===== src/rtl/acia_rx_if.sv =====
// Serial line, parity setup and holding-register handshake of the ACIA receive stage.
// The master side is the bus/line side. The slave side is the receiver.
interface acia_rx_if;
    logic       RX;
    logic       R_PME;
    logic [1:0] R_PMC;
    logic       RXTAKEN;
    logic [7:0] RXDATA;
    logic       RXFULL;
    logic       PERR;
    logic       FERR;
    logic       OVRN;

    modport master (
        output RX, R_PME, R_PMC, RXTAKEN,
        input  RXDATA, RXFULL, PERR, FERR, OVRN
    );

    modport slave (
        input  RX, R_PME, R_PMC, RXTAKEN,
        output RXDATA, RXFULL, PERR, FERR, OVRN
    );
endinterface


===== src/rtl/acia_rx.sv =====
// ACIA serial receiver: 16x oversampled deframing of 8-bit LSB-first characters with optional parity.
// Latency: the holding register loads at the mid-stop sample, 152/168 BCLK after start detect (+1 with ACIA_RX_MAJORITY_EN).
// Backpressure: a single holding register; a completion while RXFULL is set without RXTAKEN drops the character and sets OVRN.
module acia_rx (
    input  logic        BCLK,
    input  logic        RESET,
    acia_rx_if.slave    bus
);

    typedef enum logic [2:0] {
        IDLE   = 3'd0,
        START  = 3'd1,
        DATA   = 3'd2,
        PARITY = 3'd3,
        STOP   = 3'd4
    } state_t;

    state_t     state;
    logic [3:0] r_clk;
    logic [2:0] r_bitcnt;
    logic       r_par;
    logic       par_pend;
    logic [7:0] shift;

    logic       sync1;
    logic       rxs;
    logic       hist;

    logic [7:0] rxdata_q;
    logic       rxfull_q;
    logic       perr_q;
    logic       ferr_q;
    logic       ovrn_q;

    logic       samp_bit;
    logic       par_exp;
    logic       start_edge;
    logic       at_sample;
    logic       at_end;

`ifdef ACIA_RX_MAJORITY_EN
    localparam logic [3:0] SAMPLE_PT = 4'd8;
    logic hist2;

    // hist holds rxs from r_clk==7, hist2 from r_clk==6
    assign samp_bit = (rxs & hist) | (rxs & hist2) | (hist & hist2);

    always_ff @(posedge BCLK or negedge RESET) begin
        if (!RESET) hist2 <= 1'b1;
        else        hist2 <= hist;
    end
`else
    localparam logic [3:0] SAMPLE_PT = 4'd7;

    assign samp_bit = rxs;
`endif

    always_ff @(posedge BCLK or negedge RESET) begin
        if (!RESET) begin
            sync1 <= 1'b1;
            rxs   <= 1'b1;
            hist  <= 1'b1;
        end else begin
            sync1 <= bus.RX;
            rxs   <= sync1;
            hist  <= rxs;
        end
    end

    assign start_edge = hist & ~rxs;
    assign at_sample  = (r_clk == SAMPLE_PT);
    assign at_end     = (r_clk == 4'hF);

    always_comb begin
        par_exp = 1'b0;
        case (bus.R_PMC)
            2'b00:   par_exp = ~r_par;
            2'b01:   par_exp = r_par;
            2'b10:   par_exp = 1'b1;
            default: par_exp = 1'b0;
        endcase
    end

    always_ff @(posedge BCLK or negedge RESET) begin
        if (!RESET) begin
            state    <= IDLE;
            r_clk    <= 4'd0;
            r_bitcnt <= 3'd0;
            r_par    <= 1'b0;
            par_pend <= 1'b0;
            shift    <= 8'h00;
            rxdata_q <= 8'h00;
            rxfull_q <= 1'b0;
            perr_q   <= 1'b0;
            ferr_q   <= 1'b0;
            ovrn_q   <= 1'b0;
        end else begin
            // A completion on the same edge overrides this release below
            if (bus.RXTAKEN) begin
                rxfull_q <= 1'b0;
                ovrn_q   <= 1'b0;
            end

            case (state)
                IDLE: begin
                    r_clk    <= 4'd0;
                    r_bitcnt <= 3'd0;
                    r_par    <= 1'b0;
                    par_pend <= 1'b0;
                    if (start_edge) state <= START;
                end

                START: begin
                    r_clk <= r_clk + 4'd1;
                    if (at_sample && samp_bit) begin
                        state <= IDLE;
                    end else if (at_end) begin
                        state <= DATA;
                        r_clk <= 4'd0;
                    end
                end

                DATA: begin
                    r_clk <= r_clk + 4'd1;
                    if (at_sample) begin
                        shift <= {samp_bit, shift[7:1]};
                        r_par <= r_par ^ samp_bit;
                    end
                    if (at_end) begin
                        r_clk <= 4'd0;
                        if (r_bitcnt != 3'd7) r_bitcnt <= r_bitcnt + 3'd1;
                        else if (bus.R_PME)   state    <= PARITY;
                        else                  state    <= STOP;
                    end
                end

                PARITY: begin
                    r_clk <= r_clk + 4'd1;
                    if (at_sample) par_pend <= (samp_bit != par_exp);
                    if (at_end) begin
                        r_clk <= 4'd0;
                        state <= STOP;
                    end
                end

                STOP: begin
                    r_clk <= r_clk + 4'd1;
                    // Completing mid-stop leaves half a bit to catch a back-to-back start edge
                    if (at_sample) begin
                        state <= IDLE;
                        if (!rxfull_q || bus.RXTAKEN) begin
                            rxdata_q <= shift;
                            perr_q   <= bus.R_PME & par_pend;
                            ferr_q   <= ~samp_bit;
                            rxfull_q <= 1'b1;
                        end else begin
                            ovrn_q   <= 1'b1;
                        end
                    end
                end

                default: state <= IDLE;
            endcase
        end
    end

    assign bus.RXDATA = rxdata_q;
    assign bus.RXFULL = rxfull_q;
    assign bus.PERR   = perr_q;
    assign bus.FERR   = ferr_q;
    assign bus.OVRN   = ovrn_q;

endmodule


===== src/flat_wrapper.sv =====
// flat-port wrapper written by rule: the top's interface ports become plain ports
module acia_rx_flat 
  (BCLK, RESET, bus_RX, bus_R_PME, bus_R_PMC, bus_RXTAKEN, bus_RXDATA, bus_RXFULL, bus_PERR, bus_FERR, bus_OVRN);
  acia_rx_if bus_i ();
  input  logic BCLK;
  input  logic RESET;
  input wire logic [$bits(bus_i.RX)-1:0] bus_RX;
  input wire logic [$bits(bus_i.R_PME)-1:0] bus_R_PME;
  input wire logic [$bits(bus_i.R_PMC)-1:0] bus_R_PMC;
  input wire logic [$bits(bus_i.RXTAKEN)-1:0] bus_RXTAKEN;
  output wire logic [$bits(bus_i.RXDATA)-1:0] bus_RXDATA;
  output wire logic [$bits(bus_i.RXFULL)-1:0] bus_RXFULL;
  output wire logic [$bits(bus_i.PERR)-1:0] bus_PERR;
  output wire logic [$bits(bus_i.FERR)-1:0] bus_FERR;
  output wire logic [$bits(bus_i.OVRN)-1:0] bus_OVRN;
  assign bus_i.RX = bus_RX;
  assign bus_i.R_PME = bus_R_PME;
  assign bus_i.R_PMC = bus_R_PMC;
  assign bus_i.RXTAKEN = bus_RXTAKEN;
  assign bus_RXDATA = bus_i.RXDATA;
  assign bus_RXFULL = bus_i.RXFULL;
  assign bus_PERR = bus_i.PERR;
  assign bus_FERR = bus_i.FERR;
  assign bus_OVRN = bus_i.OVRN;
  acia_rx u_core (.BCLK(BCLK), .RESET(RESET), .bus(bus_i));
endmodule

===== config.mk =====
export PLATFORM = sky130hd
export DESIGN_NAME = acia_rx_flat
export DESIGN_NICKNAME = d
export VERILOG_FILES = /design/src/rtl/acia_rx_if.sv /design/src/rtl/acia_rx.sv /design/src/flat_wrapper.sv
export SDC_FILE = /design/constraint.sdc
export NUM_CORES = 1
export LEC_CHECK = 0
export ABC_CLOCK_PERIOD_IN_PS = 1520
export CAP_MARGIN = 20
export CORE_UTILIZATION = 50
export CTS_CLUSTER_DIAMETER = 80
export DETAILED_ROUTE_END_ITERATION = 10
export DONT_BUFFER_PORTS = 1
export PLACE_DENSITY = 0.74
export SYNTH_ARGS = -nofsm -noshare
export SYNTH_HDL_FRONTEND = slang
export SYNTH_SLANG_ARGS = --single-unit

===== constraint.sdc =====
create_clock -name BCLK -period 1.52 [get_ports BCLK]
set_input_delay 0.076 -clock BCLK [delete_from_list [all_inputs] [get_ports BCLK]]
set_output_delay 0.076 -clock BCLK [all_outputs]
set_load 0.05 [all_outputs]

Yosys cells after proc, flatten, opt, wreduce, memory -nomap -nowiden

Index checks and enable logic that the tools add are counted.
W data, S select, Z words.

Flip-flop bits (word level): 35
Bits of input ports: 7
Output and inout bits: 12
Logic and storage cells: 83

Add/subtract/negate cells: 2
Equal/unequal tests: 19
Multiplexer cells: 28
Bitwise operators: 5
Reductions and logical operators: 15

Operator list:

| kind                  | number |
|---|---|
| $mux W3               | 10 |
| $pmux W4 S4           | 1 |
| $pmux W3 S5           | 1 |
| $ne A2 B1 Y1 const B  | 7 |
| $mux W1               | 10 |
| $mux W4               | 2 |
| $eq A3 B2 Y1 const B  | 2 |
| $pmux W3 S2           | 1 |
| $reduce_and A2 Y1     | 3 |
| $reduce_and A3 Y1     | 2 |
| $reduce_and A6 Y1     | 1 |
| $add A4 B1 Y4 const B | 1 |
| $eq A4 B3 Y1 const B  | 1 |
| $eq A4 B4 Y1 const B  | 1 |
| $pmux W1 S2           | 2 |
| $reduce_bool A2 Y1    | 2 |
| $reduce_bool A4 Y1    | 1 |
| $add A3 B1 Y3 const B | 1 |
| $eq A3 B1 Y1 const B  | 1 |
| $eq A3 B3 Y1 const B  | 1 |
| $logic_not A3 Y1      | 1 |
| $ne A3 B1 Y1 const B  | 1 |
| $ne A3 B3 Y1 const B  | 1 |
| $pmux W1 S3           | 1 |
| 12 further kinds      | 14 |

Longest topological paths before layout

Gate-level depths: netlist of the first run.

Word-level depth: 5
Gate-level depth with buffers: 7

Worst setup path after synthesis of the first run

Ideal clock, no wire load.

Path type: register to register
Start point: register u_core.r_clk[0]
End point: register u_core.rxdata_q[0], in the netlist u_core.bus.RXDATA[0]
Arrival: 1,522 ps
Required time: 1,395 ps
Setup slack: -127 ps
Cell stages (with the launch flop): 7
Path buffers: 2
Period minus slack after synthesis: 1,647 ps
Path through: dfrtp_1 -> ha_1 -> and3b_1 -> buf_6 -> o2111ai_4 -> buf_6 -> mux2_4

Word-level cells in the longest chain between the ends: 2

RTL lines:

| what                        | line           | source |
|---|---|---|
| start: declaration          | acia_rx.sv:19  | `logic [3:0] r_clk;` |
| start signal: assignment    | acia_rx.sv:114 | `r_clk <= r_clk + 4'd1;` |
| start signal: assignment    | acia_rx.sv:124 | `r_clk <= r_clk + 4'd1;` |
| start signal: assignment    | acia_rx.sv:138 | `r_clk <= r_clk + 4'd1;` |
| $eq A4 B3 Y1                | acia_rx.sv:71  | `assign at_sample = (r_clk == SAMPLE_PT);` |
| $reduce_and A3 Y1 (no line) | --             |  |
| end signal: assignment      | acia_rx.sv:152 | `rxdata_q <= shift;` |
| end: declaration            | acia_rx.sv:29  | `logic [7:0] rxdata_q;` |

Every way passes these cells.
A chain may end at the register's enable or synchronous reset.

Worst setup path in the final report of the first run

Start point: register u_core.r_clk[0]
End point: register u_core.r_bitcnt[1]

Word-level cells in the longest chain between the ends: 3

RTL lines:

| what                        | line           | source |
|---|---|---|
| $eq A4 B4 Y1                | acia_rx.sv:72  | `assign at_end = (r_clk == 4'hF);` |
| $ne A2 B1 Y1 (no line)      | --             |  |
| $reduce_and A3 Y1 (no line) | --             |  |
| end signal: assignment      | acia_rx.sv:131 | `if (r_bitcnt != 3'd7) r_bitcnt <= r_bitcnt + 3'd1;` |
| end: declaration            | acia_rx.sv:20  | `logic [2:0] r_bitcnt;` |

Every way passes these cells.

==> metrics.md, run 1 <==
| Metric | Value |
|---|---|
| Power Density | `approximately 1100 nW/µm²` |
| Die width | `between 50 and 60 µm` |
| Met1 Use GR | `0.3080` |
| Slew HR | `0.6880` |
| P_leak | `approximately 0.99 nW` |
| Overall Power | `between 2 and 2.5 mW` |
| Detailed-route wire length | `between 3000 and 4000 µm` |
| Sequential cell area fraction in the yosys report | `0.5544` |
| Crit share post-route | `1.031` |
| Primary FF master, synth | `dfrtp_1` |
| Ratio of cells with drive above 1 in the final layout | `0.4821` |
| CP arrival | `about 1.8 ns` |
| F_max | `around 0.64 GHz` |
| Final Setup Violations | `20` |
| Syn avg cell area | `~12 µm²` |
| Sw power | `approximately 800 µW` |
| Setup ws final | `-0.04691 ns` |
| Clk pwr share | `0.207` |
| Area delta synth->final | `32.18%` |
| N_diodes | `0` |
| Sequential power share | `0.469` |
| Peak supply drop | `a little under 0.8 mV` |
| Reg2reg setup slack | `-0.05 ns` |
| Num CTS Buffers | `5` |
| Antenna viol nets, final | `0` |
| Crit. End Element | `register` |
| Startpoint Class | `register` |
| Ports | `19` |
| Critical path data required time | `approximately 1.8 ns` |
| Flops & latches, synth | `35` |
| Clock sink total | `35` |
| CTS max path bufs | `2` |
| Initial antenna violation count | `0` |
| Clock root cell | `clkbuf_4` |
| Period minus WS final | `between 1.5 and 2 ns` |
| RSZ-0062 raised after global routing | `yes` |
| GRT busiest layer | `met2` |
| Worst Reg-to-Reg Cells | `5` |
| Clk_skew | `roughly 0.018 ns` |
| Gpl congestion | `approximately 0.86` |
| Setup TNS | `-0.5490 ns` |
| Reg-to-Reg Start | `u_core.r_clk[0]$_DFFE_PN0P_` |
| Synth top area share | `0.5047` |
| Endpoints failing hold | `0` |
| 1st-iter DRT viols | `46` |
| Failing checks | `setup timing` |
| Worst Max-Slew Pin Slew | `around 0.47 ns` |
| Worst min-delay path startpoint | `bus_R_PMC[0]` |
| Post-synth EDFFs | `0` |
| I/O Buffers | `0` |
| Critical path class | `reg -> reg` |
| Synthesized net count | `about 140` |
| Final HPWL DP | `approximately 2200 µm` |
| Yosys warns | `0` |
| Slew Viols, Final | `0` |
| Vias in the first global route | `1210` |
| Total core area | `between 3000 and 4000 µm²` |
| Clock Pin Slew Worst Setup and Hold Paths | `about 0.12 ns` |
| Gr usage total | `0.2317` |
| Total Die Area | `3402 µm²` |
| Initial DRT Pass Iterations | `4` |
| CTS tree | `yes` |
| Worst skew pair latency | `approximately 0.35 ns` |
| M2 GR Usage | `0.3547` |
| FP Rows | `20` |
| Layout net count | `approximately 180` |
| Switching Fraction | `0.3355` |
| Worst r2r dst | `u_core.r_bitcnt[1]$_DFFE_PN0P_` |
| Largest net degree at the start of global routing | `36` |
| Critical path peak fanout | `6` |
| Mapped cell area | `1587 µm²` |
| Finished Layout Cells | `212` |
| WHS Path Cells | `3` |
| First-pass GRT wire length | `between 5000 and 6000 µm` |
| Avg WL per Cell | `between 15 and 20 µm` |
| Grt total ovfl | `0` |
| Max-cap violations | `0` |
| Comb pwr share | `0.323` |
| Synth cell types | `38` |
| Worst Hold End | `u_core.par_pend$_DFFE_PN0P_` |
| CTS HTree Levels | `2` |
| Async S/R FF share, synth | `1.000` |
| Drt drc | `0` |
| Leading area contributor after synthesis | `dfrtp_1` |
| Chip height | `a little under 60 µm` |
| Vias per cell | `roughly 5.6` |
| Int Power | `between 1.5 and 2 mW` |
| Mapped Cells | `about 130` |
| Met3 GRT Util | `0.09011` |
| Starting Density | `0.5240` |
| DR vias | `1187` |
| WHS | `~0.033 ns` |
| Outcome | `finished with violations` |
| Count of placed standard cells including taps | `approximately 200` |
| Hold WC Path Type | `in -> reg` |
| Synth top area cells | `dfrtp_1, mux2_2, mux2_4, dfstp_2, o21ai_0` |
## cells in the mapped netlist, types with 2 or more instances
master and number:
inv_1 4, ha_1 3, mux2_4 6, a31oi_1 2, nand3_1 6, nor2b_1 3, a21oi_1 5, o21ai_0 8
xnor2_1 2, nor3_1 2, dfrtp_1 32, nor2_1 6, nand2_1 7, mux2_2 11, a22oi_1 2, dfstp_2 3
o21ai_1 3, buf_2 3, buf_6 2
## stage by stage
step | instance area, µm² | setup slack (ns) | utilization
6_report | 2097 | -0.04691 | 0.6926
5_1_grt | 2097 | -0.09121 | 0.6926
4_1_cts | 2051 | -0.04447 | 0.6773
3_5_place_dp | 1837 | -0.08917 | 0.6066
3_3_place_gp | 1837 | -0.03654 | 0.6066
2_1_floorplan | 1613 | -0.03157 | -
## metal layers
| layer | routed length [µm] | up-vias |
|---|---|---|
| li1 | - | 548 |
| met1 | 1607 | 607 |
| met2 | 1713 | 30 |
| met3 | 137 | 2 |
| met4 | 11 | 0 |
| met5 | 0 | - |
## critical path, stage by stage, from the launching register on
cell	delay [ns]
dfrtp_1	0.41
ha_4	0.16
and3_2	0.20
or4b_4	0.52
nand3_2	0.10
o21ai_1	0.06
## power by group through the flow
stage / sequential, mW / combinational, mW / clock [mW]
6_report: 1.11 / 0.767 / 0.492
5_1_grt: 1.12 / 0.848 / 0.544
4_1_cts: 1.11 / 0.710 / 0.501
3_5_place_dp: 1.13 / 0.632 / 0
3_3_place_gp: 1.12 / 0.592 / 0
2_1_floorplan: 1.11 / 0.407 / 0
## cell families after synthesis
group | count (synthesis) | synth area share
buf+inv | 10 | 0.03548
compound gates | 28 | 0.1191
simple gates | 33 | 0.1152
xor+xnor | 2 | 0.01104
fa+ha+maj | 3 | 0.02366
flops | 35 | 0.5544
mux | 18 | 0.1412
## worst max-delay path by stage
stage,start,end,slack [ns],depth (start not counted)
2_1_floorplan,u_core.r_clk[0]$_DFFE_PN0P_,u_core.bus.RXDATA[0]$_DFFE_PN0P_,-0.03,6
3_3_place_gp,u_core.r_clk[1]$_DFFE_PN0P_,u_core.shift[5]$_DFFE_PN0P_,-0.04,5
3_5_place_dp,u_core.r_clk[1]$_DFFE_PN0P_,u_core.shift[7]$_DFFE_PN0P_,-0.09,5
4_1_cts,u_core.r_bitcnt[0]$_DFFE_PN0P_,u_core.r_bitcnt[0]$_DFFE_PN0P_,-0.04,5
5_1_grt,u_core.r_clk[0]$_DFFE_PN0P_,u_core.par_pend$_DFFE_PN0P_,-0.09,7
6_report,u_core.r_clk[0]$_DFFE_PN0P_,u_core.r_bitcnt[1]$_DFFE_PN0P_,-0.05,5
## registers in the layout, summed over array words and instances (netlist names)
| name | count |
|---|---|
| u_core.state | 3 |
| u_core.bus.OVRN | 1 |
| u_core.bus.RXDATA | 8 |
| u_core.bus.PERR | 1 |
| u_core.r_par | 1 |
| u_core.par_pend | 1 |
| u_core.bus.FERR | 1 |
| u_core.shift | 8 |
| u_core.hist | 1 |
| u_core.r_clk | 4 |
| u_core.r_bitcnt | 3 |
| u_core.bus.RXFULL | 1 |
| u_core.rxs | 1 |
| u_core.sync1 | 1 |
## final cells by class
class	count	area, µm²
well taps	44	55.05
multi-input cells	85	790.8
repair buffers	36	302.8
inverters	4	15.01
clock buffers	5	37.54
clock inverters	3	15.01
flip-flops and latches	35	880.8
fillers	225	930.9
## placed cells by master (no fill, tap or decap), types with 2 or more instances in the layout
cell and instances:
dfstp_2 3, nor2_1 5, inv_1 4, nand3_1 2, mux2_2 3, dfrtp_1 31
a22oi_1 2, o21ai_2 2, nand2_1 6, clkbuf_4 5, buf_6 2, ha_4 2
a31oi_1 2, xnor2_1 2, clkinv_2 3, o21ai_0 4, nor2b_1 3, buf_4 28
o21ai_1 5, nand3_2 4, dlygate4sd3_1 5, a21oi_1 4, mux2_4 14
## repair_timing
item | 4_1_cts | 5_1_grt
gates cloned | 1 | 0
pin swaps | 2 | 4
endpoints found under the setup margin | 22 | 27
resized for setup | 19 | 9
hold buffers | 6 | 0
endpoints found under the hold margin | 40 | 0
setup buffers | 0 | 2
Note: power is estimated with default switching activity, not from simulation.
==> run 2: changes to the inputs <==
Settings changed: ABC_CLOCK_PERIOD_IN_PS 1520 to 1800, CTS_BUF_LIST set to sky130_fd_sc_hd__clkbuf_8 sky130_fd_sc_hd__clkbuf_16, PLACE_DENSITY 0.74 to 0.71.
Clock period 1.52 ns to 1.8 ns, I/O delays scaled along.
==> metrics.md, run 2 (synthesized netlist as in run 1, its figures left out) <==
| Metric | Value |
|---|---|
| Layout net count | `149 (was 177)` |
| CP bufs+invs | `0 (unchanged)` |
| Clock root cell | `clkbuf_8 (was clkbuf_4)` |
| Total core area | `3028 µm² (unchanged)` |
| Final Setup Violations | `0 (was 20)` |
| Crit. End Element | `register (unchanged)` |
| Critical path data required time | `1.97 ns (was 1.75 ns)` |
| Crit share post-route | `0.9518 (was 1.031)` |
| Detailed-route wire length | `2736 µm (was 3470 µm)` |
| Slew Viols, Final | `0 (unchanged)` |
| RSZ-0062 raised after global routing | `no (was yes)` |
| Startpoint Class | `register (unchanged)` |
| Sequential power share | `0.505 (was 0.469)` |
| Total Die Area | `3402 µm² (unchanged)` |
| I/O Buffers | `0 (unchanged)` |
| Largest delay share family, worst path | `simple AND/OR/NAND/NOR gates (unchanged)` |
| Setup TNS | `0 ns (was -0.5490 ns)` |
| Clock sink total | `35 (unchanged)` |
| Peak supply drop | `0.5466 mV (was 0.7814 mV)` |
| Drt drc | `0 (unchanged)` |
| Initial antenna violation count | `0 (unchanged)` |
| Worst Max-Slew Pin Slew | `0.5462 ns (was 0.4681 ns)` |
| Period minus WS final | `1.713 ns (was 1.567 ns)` |
| Switching Fraction | `0.3140 (was 0.3355)` |
| Initial DRT Pass Iterations | `4 (unchanged)` |
| Starting Density | `0.5240 (unchanged)` |
| Int Power | `1.308 mW (was 1.577 mW)` |
| Count of placed standard cells including taps | `171 (was 195)` |
| Ports | `19 (unchanged)` |
| Critical path peak fanout | `6 (unchanged)` |
| DR vias | `1034 (was 1187)` |
| Grt total ovfl | `0 (unchanged)` |
| Finished Layout Cells | `184 (was 212)` |
| Area delta synth->final | `12.30% (was 32.18%)` |
| Worst skew pair latency | `0.28 ns (was 0.35 ns)` |
| Avg WL per Cell | `14.87 µm (was 16.37 µm)` |
| CTS tree | `yes (unchanged)` |
| Antenna viol nets, final | `0 (unchanged)` |
| Gr usage total | `0.1829 (was 0.2317)` |
| Outcome | `finished clean (was finished with violations)` |
| Clk_skew | `0.002965 ns (was 0.01759 ns)` |
| Crit-path max cell delay | `0.52 ns (about the same)` |
| N_diodes | `0 (unchanged)` |
| CTS max path bufs | `2 (unchanged)` |
| Most frequent cells in the layout | `dfrtp_1, mux2_2, o21ai_0, nand2_1 (was dfrtp_1, buf_4, mux2_4, nand2_1)` |
| FP Rows | `20 (unchanged)` |
| P_leak | `0.8285 nW (was 0.9946 nW)` |
| CTS HTree Levels | `2 (unchanged)` |
| Commonest non-fill, non-tap cell in the layout | `dfrtp_1 (unchanged)` |
| Hold WC Path Type | `in -> reg (unchanged)` |
| Largest net degree at the start of global routing | `36 (unchanged)` |
| Power Density | `1070 nW/µm² (was 1132 nW/µm²)` |
| Sw power | `598.9 µW (was 796.2 µW)` |
| Num CTS Buffers | `5 (unchanged)` |
| Gpl congestion | `0.7991 (was 0.8585)` |
| Final HPWL DP | `1887 µm (was 2173 µm)` |
| Slew HR | `0.6320 (was 0.6880)` |
| Slowest CP cell | `or4b_4 (unchanged)` |
| Place WS | `0.05437 ns (was -0.08917 ns)` |
| Vias per cell | `5.620 (was 5.599)` |
| Chip height | `58.33 µm (unchanged)` |
| 1st-iter DRT viols | `31 (was 46)` |
| Die width | `58.33 µm (unchanged)` |
| Ratio of cells with drive above 1 in the final layout | `0.2714 (was 0.4821)` |
| Setup ws final | `0.08673 ns (was -0.04691 ns)` |
| Max-cap violations | `0 (unchanged)` |
| F_max | `0.5837 GHz (was 0.6382 GHz)` |
| Critical path class | `reg -> reg (unchanged)` |
| CP arrival | `1.88 ns (was 1.79 ns)` |
| Clock Pin Slew Worst Setup and Hold Paths | `0.07 ns (was 0.12 ns)` |
| Comb pwr share | `0.208 (was 0.323)` |
| Endpoints failing hold | `0 (unchanged)` |
| First-pass GRT wire length | `4664 µm (was 5740 µm)` |
| Clk pwr share | `0.288 (was 0.207)` |
| CP Cell Sequence | `ha_2 -> and3_2 -> or4b_4 -> nand3_1 -> o21ai_1 (was ha_4 -> and3_2 -> or4b_4 -> nand3_2 -> o21ai_1)` |
| Setup Buffers After CTS | `0 (unchanged)` |
| Vias in the first global route | `1053 (was 1210)` |
[run 2: final cells by class]
class | instances | area, µm²
tap | 44 | 55.05
clock buffer | 5 | 68.82
multi-input combinational | 84 | 653.1
inverter | 4 | 15.01
timing repair buffer | 9 | 90.09
clock inverter | 3 | 20.02
fill | 248 | 1246
sequential | 35 | 879.6
[run 2: worst register-to-register path: cells and delay by family (launching register included)]
family	cells	cell delay [ns]
adder cells (fa/ha/maj)	1	0.26
AND/OR/NAND/NOR	3	0.88
flip-flops	1	0.39
AO/OA/AOI/OAI	1	0.07
[run 2: path summary, 6_finish.rpt]
check / endpoint / slack, ns / cells past startpoint / start
worst max-delay path: u_core.r_bitcnt[1]$_DFFE_PN0P_ / 0.09 / 5 / u_core.r_clk[0]$_DFFE_PN0P_
worst min-delay path: u_core.par_pend$_DFFE_PN0P_ / 0.08 / 3 / bus_R_PMC[1]
worst max register to register: u_core.r_bitcnt[1]$_DFFE_PN0P_ / 0.09 / 5 / u_core.r_clk[0]$_DFFE_PN0P_
worst min register to register: u_core.rxs$_DFF_PN1_ / 0.36 / 0 / u_core.sync1$_DFF_PN1_
max in group asynchronous: u_core.hist$_DFF_PN1_ / 1.29 / 2 / RESET
min in group asynchronous: u_core.r_clk[2]$_DFFE_PN0P_ / 0.25 / 2 / RESET
[run 2: timing repair]
action                                 in CTS  in global routing
gates resized for setup                     0                  1
hold buffers                                5                  0
setup endpoints to repair                   0                 19
endpoints found under the hold margin      39                  0
[run 2: power by group through the flow]
stage	clock network, mW	registers, mW	logic (mW)
3_5_place_dp	0	0.975	0.357
4_1_cts	0.574	0.959	0.389
3_3_place_gp	0	0.965	0.339
2_1_floorplan	0	0.924	0.325
6_report	0.548	0.963	0.396
5_1_grt	0.599	0.977	0.445
[run 2: stage by stage]
step	area (µm²)	utilization	power, mW	hold WS [ns]
floorplan	1587	-	1.249	-0.2056
global placement	1630	0.5384	1.303	-0.2048
detailed placement	1630	0.5384	1.332	-0.2046
CTS	1779	0.5876	1.922	0.06784
global route	1782	0.5884	2.021	0.07426
finish	1782	0.5884	1.907	0.07567
[run 2: routing by layer]
layer / vias up / GRT usage / share of wire
li1: 490 / - / -
met3: 2 / 0.07033 / 0.038
met4: 0 / 0.08163 / 0.0015
met1: 521 / 0.2322 / 0.49
met5: - / 0 / 0
met2: 21 / 0.2791 / 0.47
==> run 3: changes to the inputs <==
Settings changed: CORE_MARGIN set to 2, CTS_BUF_LIST sky130_fd_sc_hd__clkbuf_8 sky130_fd_sc_hd__clkbuf_16 to sky130_fd_sc_hd__clkbuf_4.
==> metrics.md, run 3 (synthesized netlist as in run 1, its figures left out) <==
| Metric | Value |
|---|---|
| Outcome | `finished clean (unchanged)` |
| Ports | `19 (unchanged)` |
| Crit-path max cell delay | `0.52 ns (about the same)` |
| Slew Viols, Final | `0 (unchanged)` |
| CP arrival | `1.94 ns (was 1.88 ns)` |
| Worst Max-Slew Pin Slew | `0.4877 ns (was 0.5462 ns)` |
| Clk_skew | `0.006421 ns (was 0.002965 ns)` |
| 1st-iter DRT viols | `35 (was 31)` |
| Max-cap violations | `0 (unchanged)` |
| Gpl congestion | `0.8375 (was 0.7991)` |
| Num CTS Buffers | `5 (unchanged)` |
| Endpoints failing hold | `0 (unchanged)` |
| Crit share post-route | `0.9507 (was 0.9518)` |
| M2 GR Usage | `0.2438 (was 0.2791)` |
| F_max | `0.5844 GHz (was 0.5837 GHz)` |
| CTS HTree Levels | `2 (unchanged)` |
| CTS max path bufs | `2 (unchanged)` |
| Largest net degree at the start of global routing | `36 (unchanged)` |
| CP Cell Sequence | `ha_2 -> and3_2 -> or4b_4 -> nand3_1 -> o21ai_1 (unchanged)` |
| Clock root cell | `clkbuf_4 (was clkbuf_8)` |
| Slowest CP cell | `or4b_4 (unchanged)` |
| I/O Buffers | `0 (unchanged)` |
| Worst Setup SP | `u_core.r_clk[0]$_DFFE_PN0P_ (unchanged)` |
| Total core area | `3028 µm² (unchanged)` |
| RSZ-0062 raised after global routing | `no (unchanged)` |
| Initial DRT Pass Iterations | `4 (unchanged)` |
| Count of placed standard cells including taps | `170 (was 171)` |
| Largest delay share family, worst path | `simple AND/OR/NAND/NOR gates (unchanged)` |
| Overall Power | `1.877 mW (was 1.907 mW)` |
| GRT busiest layer | `met2 (unchanged)` |
| Layout net count | `149 (unchanged)` |
| Period minus WS final | `1.711 ns (was 1.713 ns)` |
| Gr usage total | `0.1645 (was 0.1829)` |
| Die width | `60.33 µm (was 58.33 µm)` |
| Avg WL per Cell | `14.64 µm (was 14.87 µm)` |
| Place WS | `0.06225 ns (was 0.05437 ns)` |
| Met3 GRT Util | `0.04904 (was 0.07033)` |
| Crit. End Element | `register (unchanged)` |
| P_leak | `0.8364 nW (was 0.8285 nW)` |
| FP Rows | `20 (unchanged)` |
| Met1 Use GR | `0.2164 (was 0.2322)` |
| Drt drc | `0 (unchanged)` |
| Startpoint Class | `register (unchanged)` |
| Starting Density | `0.5240 (unchanged)` |
| Power Density | `1054 nW/µm² (was 1070 nW/µm²)` |
| Setup ws final | `0.08872 ns (was 0.08673 ns)` |
| Most frequent cells in the layout | `dfrtp_1, mux2_2, o21ai_0, nand2_1 (unchanged)` |
| Critical path class | `reg -> reg (unchanged)` |
| Reg-to-Reg Start | `u_core.r_clk[0]$_DFFE_PN0P_ (unchanged)` |
| Slew HR | `0.6714 (was 0.6320)` |
| Finished Layout Cells | `184 (unchanged)` |
| Final Setup Violations | `0 (unchanged)` |
| CP bufs+invs | `0 (unchanged)` |
| Grt total ovfl | `0 (unchanged)` |
| Total Die Area | `3640 µm² (was 3402 µm²)` |
| Vias in the first global route | `995 (was 1053)` |
| Peak supply drop | `0.5174 mV (was 0.5466 mV)` |
| Critical path peak fanout | `6 (unchanged)` |
| Ratio of cells with drive above 1 in the final layout | `0.2643 (was 0.2714)` |
| Detailed-route wire length | `2693 µm (was 2736 µm)` |
| Setup TNS | `0 ns (unchanged)` |
| Commonest non-fill, non-tap cell in the layout | `dfrtp_1 (unchanged)` |
| Worst min-delay path startpoint | `bus_R_PMC[1] (unchanged)` |
| Chip height | `60.33 µm (was 58.33 µm)` |
| Clock sink total | `35 (unchanged)` |
| Initial antenna violation count | `0 (unchanged)` |
| Area delta synth->final | `12.30% (unchanged)` |
| Antenna viol nets, final | `0 (unchanged)` |
| Critical path data required time | `2.03 ns (was 1.97 ns)` |
| N_diodes | `0 (unchanged)` |
| Vias per cell | `5.516 (was 5.620)` |
| Final HPWL DP | `1831 µm (was 1887 µm)` |
| CTS tree | `yes (unchanged)` |
| Hold WC Path Type | `in -> reg (unchanged)` |
| Clock Pin Slew Worst Setup and Hold Paths | `0.10 ns (was 0.07 ns)` |
| First-pass GRT wire length | `4353 µm (was 4664 µm)` |
| Worst skew pair latency | `0.33 ns (was 0.28 ns)` |
| DR vias | `1015 (was 1034)` |
==> run 3: routing by layer <==
layer,share of wire,vias up
met5,0,-
met4,0.011,0
met3,0.036,6
met2,0.47,20
met1,0.48,500
li1,-,489
==> run 3: cell type report <==
| cell class | count | area [µm²] |
|---|---|---|
| Fill cell | 239 | 1246 |
| Sequential cell | 35 | 879.6 |
| Multi-Input combinational cell | 84 | 653.1 |
| Timing Repair Buffer | 9 | 102.6 |
| Tap cell | 44 | 55.05 |
| Clock inverter | 3 | 38.79 |
| Clock buffer | 5 | 37.54 |
| Inverter | 4 | 15.01 |
==> run 3: power by group <==
| part | internal [mW] | total (mW) | switching [mW] |
|---|---|---|---|
| registers | 0.859 | 0.972 | 0.112 |
| clock network | 0.285 | 0.538 | 0.253 |
| logic | 0.169 | 0.367 | 0.198 |
==> run 3: worst paths after layout <==
path | endpoint | slack, ns | cells past startpoint
worst max register to register | u_core.r_bitcnt[2]$_DFFE_PN0P_ | 0.09 | 5
worst min register to register | u_core.rxs$_DFF_PN1_ | 0.36 | 0
max in group asynchronous | u_core.rxs$_DFF_PN1_ | 1.36 | 2
worst min-delay path | u_core.par_pend$_DFFE_PN0P_ | 0.03 | 3
worst max-delay path | u_core.r_bitcnt[2]$_DFFE_PN0P_ | 0.09 | 5
min in group asynchronous | u_core.r_clk[3]$_DFFE_PN0P_ | 0.19 | 2
==> run 3: timing repair <==
action / in CTS / in global routing
endpoints found under the hold margin: 39 / 0
hold buffers: 5 / 0
gates resized for setup: 0 / 1
setup endpoints to repair: 0 / 11
setup buffers: 0 / 1
==> run 3: through the flow <==
stage | hold slack (ns) | util | cell area, µm²
3_3_place_gp | -0.2043 | 0.5360 | 1623
3_5_place_dp | -0.2044 | 0.5360 | 1623
4_1_cts | 0.03792 | 0.5810 | 1759
6_report | 0.03320 | 0.5884 | 1782
5_1_grt | 0.08383 | 0.5884 | 1782
2_1_floorplan | -0.2056 | - | 1587
==> run 3: worst register-to-register path, delay by kind of cell, from the launching register on <==
family                     cells  cell delay (ns)
DFF                            1             0.40
and+or+nand+nor                3             0.89
adders and majority gates      1             0.25
AOI/OAI and AO/OA              1             0.06
